==> src/rtl/ysyx_23060240_mem_arbiter_if.sv <==
// ----------------------------------------------------------------------------
// ysyx_23060240_mem_arbiter_if
// Request/response bundle shared by the IFU, LSU and downstream memory port.
//   req_valid/req_ready : request handshake (requester -> server)
//   wen, addr, wdata,
//   wmask               : request fields, sampled on acceptance
//   resp_valid          : one-cycle completion pulse (no back-pressure)
//   rdata               : read data accompanying resp_valid
// Modports:
//   master   : the side that issues requests
//   slave    : the side that serves requests
//   slave_rd : read-only server view (instruction fetch never writes)
// ----------------------------------------------------------------------------
interface ysyx_23060240_mem_arbiter_if;
  logic        req_valid;
  logic        req_ready;
  logic        wen;
  logic [31:0] addr;
  logic [31:0] wdata;
  logic [7:0]  wmask;
  logic        resp_valid;
  logic [31:0] rdata;

  modport master (
    output req_valid, wen, addr, wdata, wmask,
    input  req_ready, resp_valid, rdata
  );

  modport slave (
    input  req_valid, wen, addr, wdata, wmask,
    output req_ready, resp_valid, rdata
  );

  modport slave_rd (
    input  req_valid, addr,
    output req_ready, resp_valid, rdata
  );
endinterface

==> src/rtl/ysyx_23060240_mem_arbiter.sv <==
// ----------------------------------------------------------------------------
// ysyx_23060240_mem_arbiter
// Two-port arbiter/sequencer: IFU and LSU share one downstream memory port.
// One transaction in flight at a time, round-robin grant on contention,
// timeout abort with a bus_err pulse.
// Ports:
//   clk, rst : clock, synchronous active-high reset
//   ifu      : IFU read port   (slave_rd view)
//   lsu      : LSU read/write port (slave view)
//   mem      : downstream memory port (master view)
//   bus_err  : one-cycle pulse when a transaction is aborted by timeout
// Parameter:
//   TIMEOUT_CYCLES : cycles allowed in ISSUE+WAIT before abort (1..255)
// ----------------------------------------------------------------------------
module ysyx_23060240_mem_arbiter #(
  parameter int unsigned TIMEOUT_CYCLES = 255
) (
  input  logic clk,
  input  logic rst,
  ysyx_23060240_mem_arbiter_if.slave_rd ifu,
  ysyx_23060240_mem_arbiter_if.slave    lsu,
  ysyx_23060240_mem_arbiter_if.master   mem,
  output logic bus_err
);

  typedef enum logic [1:0] {
    S_IDLE  = 2'd0,
    S_ISSUE = 2'd1,
    S_WAIT  = 2'd2
  } state_e;

  // Counter holds (cycles spent busy - 1); abort on the cycle it hits this.
  localparam logic [7:0] CNT_LAST = 8'(TIMEOUT_CYCLES - 1);

  state_e      state_q, state_d;
  logic        owner_q;        // 0 = IFU, 1 = LSU
  logic        last_grant_q;   // 0 = IFU, 1 = LSU
  logic [7:0]  cnt_q;
  logic        wen_q;
  logic [31:0] addr_q;
  logic [31:0] wdata_q;
  logic [7:0]  wmask_q;
  logic        ifu_resp_q, lsu_resp_q;
  logic [31:0] ifu_rdata_q, lsu_rdata_q;
  logic        bus_err_q;

  logic grant_ifu, grant_lsu, accept, busy, done, abort;

  // Grant depends only on request valids and state, never on mem inputs.
  always_comb begin
    grant_ifu = 1'b0;
    grant_lsu = 1'b0;
    if (state_q == S_IDLE && !rst) begin
      grant_lsu = lsu.req_valid && (!ifu.req_valid || !last_grant_q);
      grant_ifu = ifu.req_valid && !grant_lsu;
    end
  end

  assign accept = grant_ifu || grant_lsu;
  assign busy   = (state_q == S_ISSUE) || (state_q == S_WAIT);
  // A response in ISSUE only counts when the request is accepted alongside it.
  assign done   = ((state_q == S_ISSUE) && mem.req_ready && mem.resp_valid) ||
                  ((state_q == S_WAIT) && mem.resp_valid);
  // Completion takes priority over a coincident timeout.
  assign abort  = busy && !done && (cnt_q == CNT_LAST);

  // State register
  always_ff @(posedge clk) begin
    if (rst) state_q <= S_IDLE;
    else     state_q <= state_d;
  end

  // Next-state logic
  always_comb begin
    state_d = state_q;
    case (state_q)
      S_IDLE:  if (accept) state_d = S_ISSUE;
      S_ISSUE: begin
        if (done || abort)      state_d = S_IDLE;
        else if (mem.req_ready) state_d = S_WAIT;
      end
      S_WAIT:  if (done || abort) state_d = S_IDLE;
      default: state_d = S_IDLE;
    endcase
  end

  // Outputs
  always_comb begin
    ifu.req_ready  = grant_ifu;
    lsu.req_ready  = grant_lsu;
    mem.req_valid  = (state_q == S_ISSUE);
    mem.wen        = wen_q;
    mem.addr       = addr_q;
    mem.wdata      = wdata_q;
    mem.wmask      = wmask_q;
    ifu.resp_valid = ifu_resp_q;
    ifu.rdata      = ifu_rdata_q;
    lsu.resp_valid = lsu_resp_q;
    lsu.rdata      = lsu_rdata_q;
    bus_err        = bus_err_q;
  end

  // Request latch, timeout counter and response registers
  always_ff @(posedge clk) begin
    if (rst) begin
      owner_q      <= 1'b0;
      last_grant_q <= 1'b0;
      cnt_q        <= 8'd0;
      wen_q        <= 1'b0;
      addr_q       <= 32'd0;
      wdata_q      <= 32'd0;
      wmask_q      <= 8'd0;
      ifu_resp_q   <= 1'b0;
      lsu_resp_q   <= 1'b0;
      ifu_rdata_q  <= 32'd0;
      lsu_rdata_q  <= 32'd0;
      bus_err_q    <= 1'b0;
    end else begin
      ifu_resp_q <= 1'b0;
      lsu_resp_q <= 1'b0;
      bus_err_q  <= 1'b0;

      if (accept) begin
        owner_q      <= grant_lsu;
        last_grant_q <= grant_lsu;
        cnt_q        <= 8'd0;
        if (grant_lsu) begin
          wen_q   <= lsu.wen;
          addr_q  <= lsu.addr;
          wdata_q <= lsu.wdata;
          wmask_q <= lsu.wmask;
        end else begin
          wen_q   <= 1'b0;
          addr_q  <= ifu.addr;
          wdata_q <= 32'd0;
          wmask_q <= 8'd0;
        end
      end else if (busy) begin
        cnt_q <= cnt_q + 8'd1;
      end

      if (done || abort) begin
        if (owner_q) begin
          lsu_resp_q  <= 1'b1;
          lsu_rdata_q <= (abort || wen_q) ? 32'd0 : mem.rdata;
        end else begin
          ifu_resp_q  <= 1'b1;
          ifu_rdata_q <= (abort || wen_q) ? 32'd0 : mem.rdata;
        end
        bus_err_q <= abort;
      end
    end
  end

endmodule

==> src/flat_wrapper.sv <==
// flat-port wrapper written by rule: the top's interface ports become plain ports
module ysyx_23060240_mem_arbiter_flat 
#(
  parameter int unsigned TIMEOUT_CYCLES = 255
)
  (clk, rst, bus_err, ifu_req_valid, ifu_addr, ifu_req_ready, ifu_resp_valid, ifu_rdata, lsu_req_valid, lsu_wen, lsu_addr, lsu_wdata, lsu_wmask, lsu_req_ready, lsu_resp_valid, lsu_rdata, mem_req_valid, mem_wen, mem_addr, mem_wdata, mem_wmask, mem_req_ready, mem_resp_valid, mem_rdata);
  ysyx_23060240_mem_arbiter_if ifu_i ();
  ysyx_23060240_mem_arbiter_if lsu_i ();
  ysyx_23060240_mem_arbiter_if mem_i ();
  input  logic clk;
  input  logic rst;
  output logic bus_err;
  input wire logic [$bits(ifu_i.req_valid)-1:0] ifu_req_valid;
  input wire logic [$bits(ifu_i.addr)-1:0] ifu_addr;
  output wire logic [$bits(ifu_i.req_ready)-1:0] ifu_req_ready;
  output wire logic [$bits(ifu_i.resp_valid)-1:0] ifu_resp_valid;
  output wire logic [$bits(ifu_i.rdata)-1:0] ifu_rdata;
  input wire logic [$bits(lsu_i.req_valid)-1:0] lsu_req_valid;
  input wire logic [$bits(lsu_i.wen)-1:0] lsu_wen;
  input wire logic [$bits(lsu_i.addr)-1:0] lsu_addr;
  input wire logic [$bits(lsu_i.wdata)-1:0] lsu_wdata;
  input wire logic [$bits(lsu_i.wmask)-1:0] lsu_wmask;
  output wire logic [$bits(lsu_i.req_ready)-1:0] lsu_req_ready;
  output wire logic [$bits(lsu_i.resp_valid)-1:0] lsu_resp_valid;
  output wire logic [$bits(lsu_i.rdata)-1:0] lsu_rdata;
  output wire logic [$bits(mem_i.req_valid)-1:0] mem_req_valid;
  output wire logic [$bits(mem_i.wen)-1:0] mem_wen;
  output wire logic [$bits(mem_i.addr)-1:0] mem_addr;
  output wire logic [$bits(mem_i.wdata)-1:0] mem_wdata;
  output wire logic [$bits(mem_i.wmask)-1:0] mem_wmask;
  input wire logic [$bits(mem_i.req_ready)-1:0] mem_req_ready;
  input wire logic [$bits(mem_i.resp_valid)-1:0] mem_resp_valid;
  input wire logic [$bits(mem_i.rdata)-1:0] mem_rdata;
  assign ifu_i.req_valid = ifu_req_valid;
  assign ifu_i.addr = ifu_addr;
  assign ifu_req_ready = ifu_i.req_ready;
  assign ifu_resp_valid = ifu_i.resp_valid;
  assign ifu_rdata = ifu_i.rdata;
  assign lsu_i.req_valid = lsu_req_valid;
  assign lsu_i.wen = lsu_wen;
  assign lsu_i.addr = lsu_addr;
  assign lsu_i.wdata = lsu_wdata;
  assign lsu_i.wmask = lsu_wmask;
  assign lsu_req_ready = lsu_i.req_ready;
  assign lsu_resp_valid = lsu_i.resp_valid;
  assign lsu_rdata = lsu_i.rdata;
  assign mem_req_valid = mem_i.req_valid;
  assign mem_wen = mem_i.wen;
  assign mem_addr = mem_i.addr;
  assign mem_wdata = mem_i.wdata;
  assign mem_wmask = mem_i.wmask;
  assign mem_i.req_ready = mem_req_ready;
  assign mem_i.resp_valid = mem_resp_valid;
  assign mem_i.rdata = mem_rdata;
  ysyx_23060240_mem_arbiter #(.TIMEOUT_CYCLES(TIMEOUT_CYCLES)) u_core (.clk(clk), .rst(rst), .ifu(ifu_i), .lsu(lsu_i), .mem(mem_i), .bus_err(bus_err));
endmodule
==> config.mk <==
export PLATFORM = sky130hd
export DESIGN_NAME = ysyx_23060240_mem_arbiter_flat
export DESIGN_NICKNAME = d
export VERILOG_FILES = /design/src/rtl/ysyx_23060240_mem_arbiter_if.sv /design/src/rtl/ysyx_23060240_mem_arbiter.sv /design/src/flat_wrapper.sv
export SDC_FILE = /design/constraint.sdc
export NUM_CORES = 1
export LEC_CHECK = 0
export BUFFER_PORTS_ARGS = -buffer_cell sky130_fd_sc_hd__buf_2
export CORE_MARGIN = 2
export CORE_UTILIZATION = 35
export DETAILED_ROUTE_END_ITERATION = 10
export PLACE_DENSITY = 0.66
export RECOVER_POWER = 25
export SLEW_MARGIN = 20
export SYNTH_ARGS = -nofsm -noshare
export SYNTH_HDL_FRONTEND = slang
export SYNTH_SLANG_ARGS = --single-unit
==> constraint.sdc <==
create_clock -name clk -period 2 [get_ports clk]
set_input_delay 0.1 -clock clk [delete_from_list [all_inputs] [get_ports clk]]
set_output_delay 0.1 -clock clk [all_outputs]
set_load 0.02 [all_outputs]
Word level (Yosys, flattened, before mapping)
Cells that the tools add are included.
{"block": "totals", "elab_cells": 60, "register_bits": 151, "input_bits": 143}
{"block": "classes", "bitwise_logic": 2, "mux": 14, "n_addsub": 1, "n_eq_ne": 6, "reduce_logical": 25}
{"cell": "2-to-1 mux 32 bit", "n": 3}
{"cell": "adder 8 x 1 -> 8 bit, second input constant", "n": 1}
{"cell": "== test 8 bit, second input constant", "n": 1}
{"cell": "logical AND 1 bit", "n": 8}
{"cell": "2-to-1 mux 2 bit", "n": 4}
{"cell": "2-to-1 mux 8 bit", "n": 1}
{"cell": "logical OR 1 bit", "n": 6}
{"cell": "one-hot mux 2 bit (3 select lines)", "n": 1}
{"cell": "zero test 1 bit", "n": 5}
{"cell": "2-to-1 mux 1 bit", "n": 5}
{"cell": "AND reduction 2 bit", "n": 2}
{"cell": "OR reduction 2 bit", "n": 2}
{"cell": "inequality test 3 x 1 -> 1 bit, second input constant", "n": 1}
{"cell": "AND reduction 3 bit", "n": 1}
{"cell": "== test 2 x 1 -> 1 bit, second input constant", "n": 1}
{"cell": "== test 2 bit, second input constant", "n": 1}
{"cell": "zero test 2 bit", "n": 1}
{"cell": "inequality test 2 x 1 -> 1 bit, second input constant", "n": 1}
{"cell": "inequality test 2 bit, second input constant", "n": 1}
{"cell": "inverter 1 bit", "n": 2}

Depth between registers and ports, before layout
{"block": "depth", "word_depth": 10, "depth_mapped": 8, "ltp_nobuf": 6}

Least setup slack after synthesis
No wires, ideal clock.
{"block": "synth_path", "path_kind": "register to register", "start": "register u_core.state_q[1]", "end": "register u_core.lsu_rdata_q[10], in the netlist u_core.lsu.rdata[10]", "arrival_time_ns": 1.726, "path_stages_with_launch": 9, "n_path_buf": 2, "setup_slack_ns": 0.206, "setup_time_ns": 0.068, "required_ns": 1.932, "path_cell_list": "dfxtp_1 > inv_1 > ha_1 > a21oi_1 > nand2b_4 > or3_4 > buf_6 > buf_6 > o2bb2ai_2"}
{"block": "synth_via", "elab_chain_cells": 9}
{"element": "from (decl)", "line": "ysyx_23060240_mem_arbiter.sv:35", "text": "state_e state_q, state_d;"}
{"element": "from (signal assigned)", "line": "ysyx_23060240_mem_arbiter.sv:70", "text": "else state_q <= state_d;"}
{"element": "== test 2 x 1 -> 1 bit *"}
{"element": "net mem_req_valid", "line": "flat_wrapper.sv:26", "text": "output wire logic [$bits(mem_i.req_valid)-1:0] mem_req_valid;"}
{"element": "logical AND 1 bit (2 in a row)", "line": "ysyx_23060240_mem_arbiter.sv:62", "text": "assign done = ((state_q == S_ISSUE) && mem.req_ready && mem.resp_valid) ||"}
{"element": "logical OR 1 bit", "line": "ysyx_23060240_mem_arbiter.sv:62"}
{"element": "zero test 1 bit", "line": "ysyx_23060240_mem_arbiter.sv:65", "text": "assign abort = busy && !done && (cnt_q == CNT_LAST);"}
{"element": "logical AND 1 bit (2 in a row)", "line": "ysyx_23060240_mem_arbiter.sv:65"}
{"element": "logical OR 1 bit (on tied branches)", "line": "ysyx_23060240_mem_arbiter.sv:145, ysyx_23060240_mem_arbiter.sv:142"}
{"element": "2-to-1 mux 32 bit or AND reduction 2 bit (tied branches)"}
{"element": "to (signal assigned)", "line": "ysyx_23060240_mem_arbiter.sv:145", "text": "lsu_rdata_q <= (abort || wen_q) ? 32'd0 : mem.rdata;"}
{"element": "to (decl)", "line": "ysyx_23060240_mem_arbiter.sv:44", "text": "logic [31:0] ifu_rdata_q, lsu_rdata_q;"}
The timed path passes the listed nets; every way through them passes the cells marked *.
A chain may end at the register's enable or synchronous reset.

Worst setup path after layout
{"block": "layout_path", "start": "register u_core.state_q[1]", "end": "register u_core.addr_q[21], in the netlist u_core.mem.addr[21]"}
{"block": "layout_via", "elab_chain_cells": 4}
{"element": "zero test 2 bit *", "line": "ysyx_23060240_mem_arbiter.sv:53", "text": "if (state_q == S_IDLE && !rst) begin"}
{"element": "logical AND 1 bit *", "line": "ysyx_23060240_mem_arbiter.sv:53"}
{"element": "2-to-1 mux 1 bit", "line": "ysyx_23060240_mem_arbiter.sv:53"}
{"element": "2-to-1 mux 32 bit or logical OR 1 bit (tied branches)", "line": "ysyx_23060240_mem_arbiter.sv:127, ysyx_23060240_mem_arbiter.sv:59"}
{"element": "to (signal assigned)", "line": "ysyx_23060240_mem_arbiter.sv:129", "text": "addr_q <= lsu.addr;"}
{"element": "to (signal assigned)", "line": "ysyx_23060240_mem_arbiter.sv:134", "text": "addr_q <= ifu.addr;"}
{"element": "to (decl)", "line": "ysyx_23060240_mem_arbiter.sv:40", "text": "logic [31:0] addr_q;"}
Every way passes the cells marked *; elsewhere a longest branch is shown, timed or not.

==> flow_summary.ini <==
[run_status]
status = finished clean

[drt]
finalWirelength_um = 18800
vias = 5609
ant_nets = 0
wl_per_cell_um = 16.3
drt_iter0_drc = 245
dr.pass1.iters = 6
drc_errors = 0
viasPerCell = 4.88

[power]
switching_share = 0.334
p_int_uw = 6440
ir_drop_v = 0.000563
pwr-share-comb = 0.302
power_frac_seq = 0.379
powerDensity_nw_per_um2 = 1050
switchingPower_uw = 3230
pwr-share-clk = 0.318
leakage_uw = 0.00418

[die]
coreArea_um2 = 15800
die_area_um2 = 17000
io_pins = 286
die_h_um = 130
initial_core_util = 0.355
fp-row-count = 46
die_width_um = 130

[cells_and_area]
drive_above_1_share = 0.347
mostFrequentLayoutCells = 211 x buf_2, 151 x dfxtp_1, 118 x dlygate4sd3_1
nets = 1070
final_util = 0.585
antenna_cells = 0
layout_commonest_cell = buf_2
nFillCells = 1371
syn_to_final_growth_pct = 64.9

[clock_network]
h-tree-depth = 4
clockRootBuffer = clkbuf_16
cts_sinks = 151
path_clk_slew_ns = 0.07
cts.path.max_buffers = 2
cts_buffers = 17
clk_latency_ns = 0.42
cts_tree = done

[global_route]
track_usage = 0.206
grt_pass1_wl_um = 27300
grt_max_degree = 43
antenna_found_initial = 0
grt_overflow = 0
grt_pass1_vias = 5397

[timing]
fmax_ghz = 0.521
hold_viol = 0
tightest_slew_ns = 0.413
clock_skew_ns = 0.00954
finalCritPeriodShare = 0.959
min_period_ns = 1.92
relSlewSlack = 0.725
timing.final.ws_setup_ns = 0.0821
finalSetupViolations = 0
slew_viol_final = 0

[yosys]
ys_types = 41
syn_nets = 647
synth_edf_count = 0
synth-warning-count = 0
synth_cells = 498
async_flop_share = 0
syn_area_um2 = 5600
synth-seq-cells = 151
avgSynthCellArea_um2 = 11.2
synth_top_flop_cell = dfxtp_1
ys_seq_area_frac = 0.540

[critical_path]
critPathKind = reg -> reg
crit_chain = inv_2, ha_4, nand3_4, buf_12, mux2i_1, a211oi_1, dlygate4sd3_1
critical_path_buf_inv_count = 3
start_kind = register
cp_top_family = buffers and inverters
cp_data_arrival_time_ns = 2.28
crit_path_end_kind = register
slowest_delay_ns = 0.58
required_ns = 2.36
crit_path_max_fanout = 14
crit_slowest_cell = dlygate4sd3_1

[placed_design]
io_buffers = 285
finalWeightedCongestion = 0.784
hpwl_um = 12000
preCtsSetupSlack_ns = -0.0812

[hold_path]
hold_class = in -> reg

[run]
drv_cap = 0
what timing repair did:
action	4_1_cts	5_1_grt
hold buffers	118	0
gates cloned	0	2
resized for setup	3	8
buffers inserted	3	10
pin swaps	1	3
setup endpoints to repair	18	34
endpoints found under the hold margin	125	0
power groups by stage:
stage | clock (uW) | sequential, uW | combinational [uW]
finish | 3080 | 3670 | 2930
detailed placement | 0 | 3710 | 2550
CTS | 3160 | 3650 | 2810
floorplan | 0 | 4150 | 1140
global placement | 0 | 3720 | 2510
global route | 3280 | 3720 | 3140
path summary, 6_finish.rpt:
path / slack, ns / cells past startpoint / start / end
hold / removal: 0.02 / 3 / ifu_addr[22] / u_core.mem.addr[22]
setup reg to reg: 0.08 / 7 / u_core.state_q[1] / u_core.mem.addr[21]
hold reg to reg: 0.46 / 1 / u_core.ifu.rdata[11] / u_core.ifu.rdata[11]
setup / recovery: 0.08 / 7 / u_core.state_q[1] / u_core.mem.addr[21]
cell usage after synthesis, types with 4 or more instances:
| library cell | n | share of area |
|---|---|---|
| inv_1 | 7 | 0.0047 |
| o2bb2ai_1 | 37 | 0.058 |
| nor2_1 | 42 | 0.028 |
| a22o_1 | 41 | 0.064 |
| ha_1 | 6 | 0.013 |
| nand2_1 | 38 | 0.025 |
| dfxtp_1 | 151 | 0.54 |
| o2bb2ai_2 | 20 | 0.054 |
| buf_2 | 23 | 0.021 |
| nand4_1 | 4 | 0.0045 |
| mux2i_1 | 33 | 0.059 |
| clkbuf_1 | 13 | 0.0087 |
| a211oi_1 | 33 | 0.044 |
| a2bb2o_4 | 4 | 0.014 |
| a21oi_1 | 6 | 0.0054 |
routing by layer:
metal,vias up,part of all wire,global-route usage
li1,2682,-,-
met4,0,0.027,0.0857
met1,2640,0.42,0.240
met5,-,0,0
met2,244,0.49,0.358
met3,43,0.065,0.0554
tightest hold or removal path: cells and delay by family:
kind / cells / cell delay [ns]
multiplexers: 1 / 0.11
buffers and inverters: 1 / 0.10
AO/OA/AOI/OAI: 1 / 0.08
state kept, by name, summed over array words and instances (netlist names):
| signal | flops |
|---|---|
| u_core.bus_err | 1 |
| u_core.mem.wmask | 8 |
| u_core.lsu.rdata | 32 |
| u_core.mem.wen | 1 |
| u_core.ifu.rdata | 32 |
| u_core.owner_q | 1 |
| u_core.cnt_q | 8 |
| u_core.mem.wdata | 32 |
| u_core.state_q | 2 |
| u_core.lsu.resp_valid | 1 |
| u_core.mem.addr | 32 |
| u_core.ifu.resp_valid | 1 |
area by class of cell:
type	instances	area (um^2)	area share
Clock buffer	17	425	0.0461
Sequential cell	151	3020	0.327
Tap cell	216	270	0.0293
Timing Repair Buffer	444	2940	0.318
Inverter	8	30.0	0.00325
Clock inverter	15	143	0.0155
Multi-Input combinational cell	299	2400	0.260
stage by stage:
step / std cells / hold WS (ns) / total power [uW] / area, um^2 / TNS (ns)
4_1_cts: 1138 / 0.0000613 / 9620 / 9170 / -0.00851
5_1_grt: 1150 / 0.0235 / 10100 / 9230 / -0.00732
3_3_place_gp: 985 / 0.315 / 6230 / 7370 / -0.0125
6_report: 1150 / 0.0182 / 9680 / 9230 / 0
2_1_floorplan: 498 / 0.233 / 5290 / 5600 / 0
3_5_place_dp: 985 / 0.319 / 6250 / 7370 / -0.889
logic make-up after synthesis:
logic type,share of synthesized area
multiplexers,0.0590
buffers and inverters,0.0413
flip-flops,0.540
XOR/XNOR,0.00782
adder cells (fa/ha/maj),0.0134
AO/OA/AOI/OAI,0.262
AND/OR/NAND/NOR,0.0769
Power figures use the tool's default switching activity.
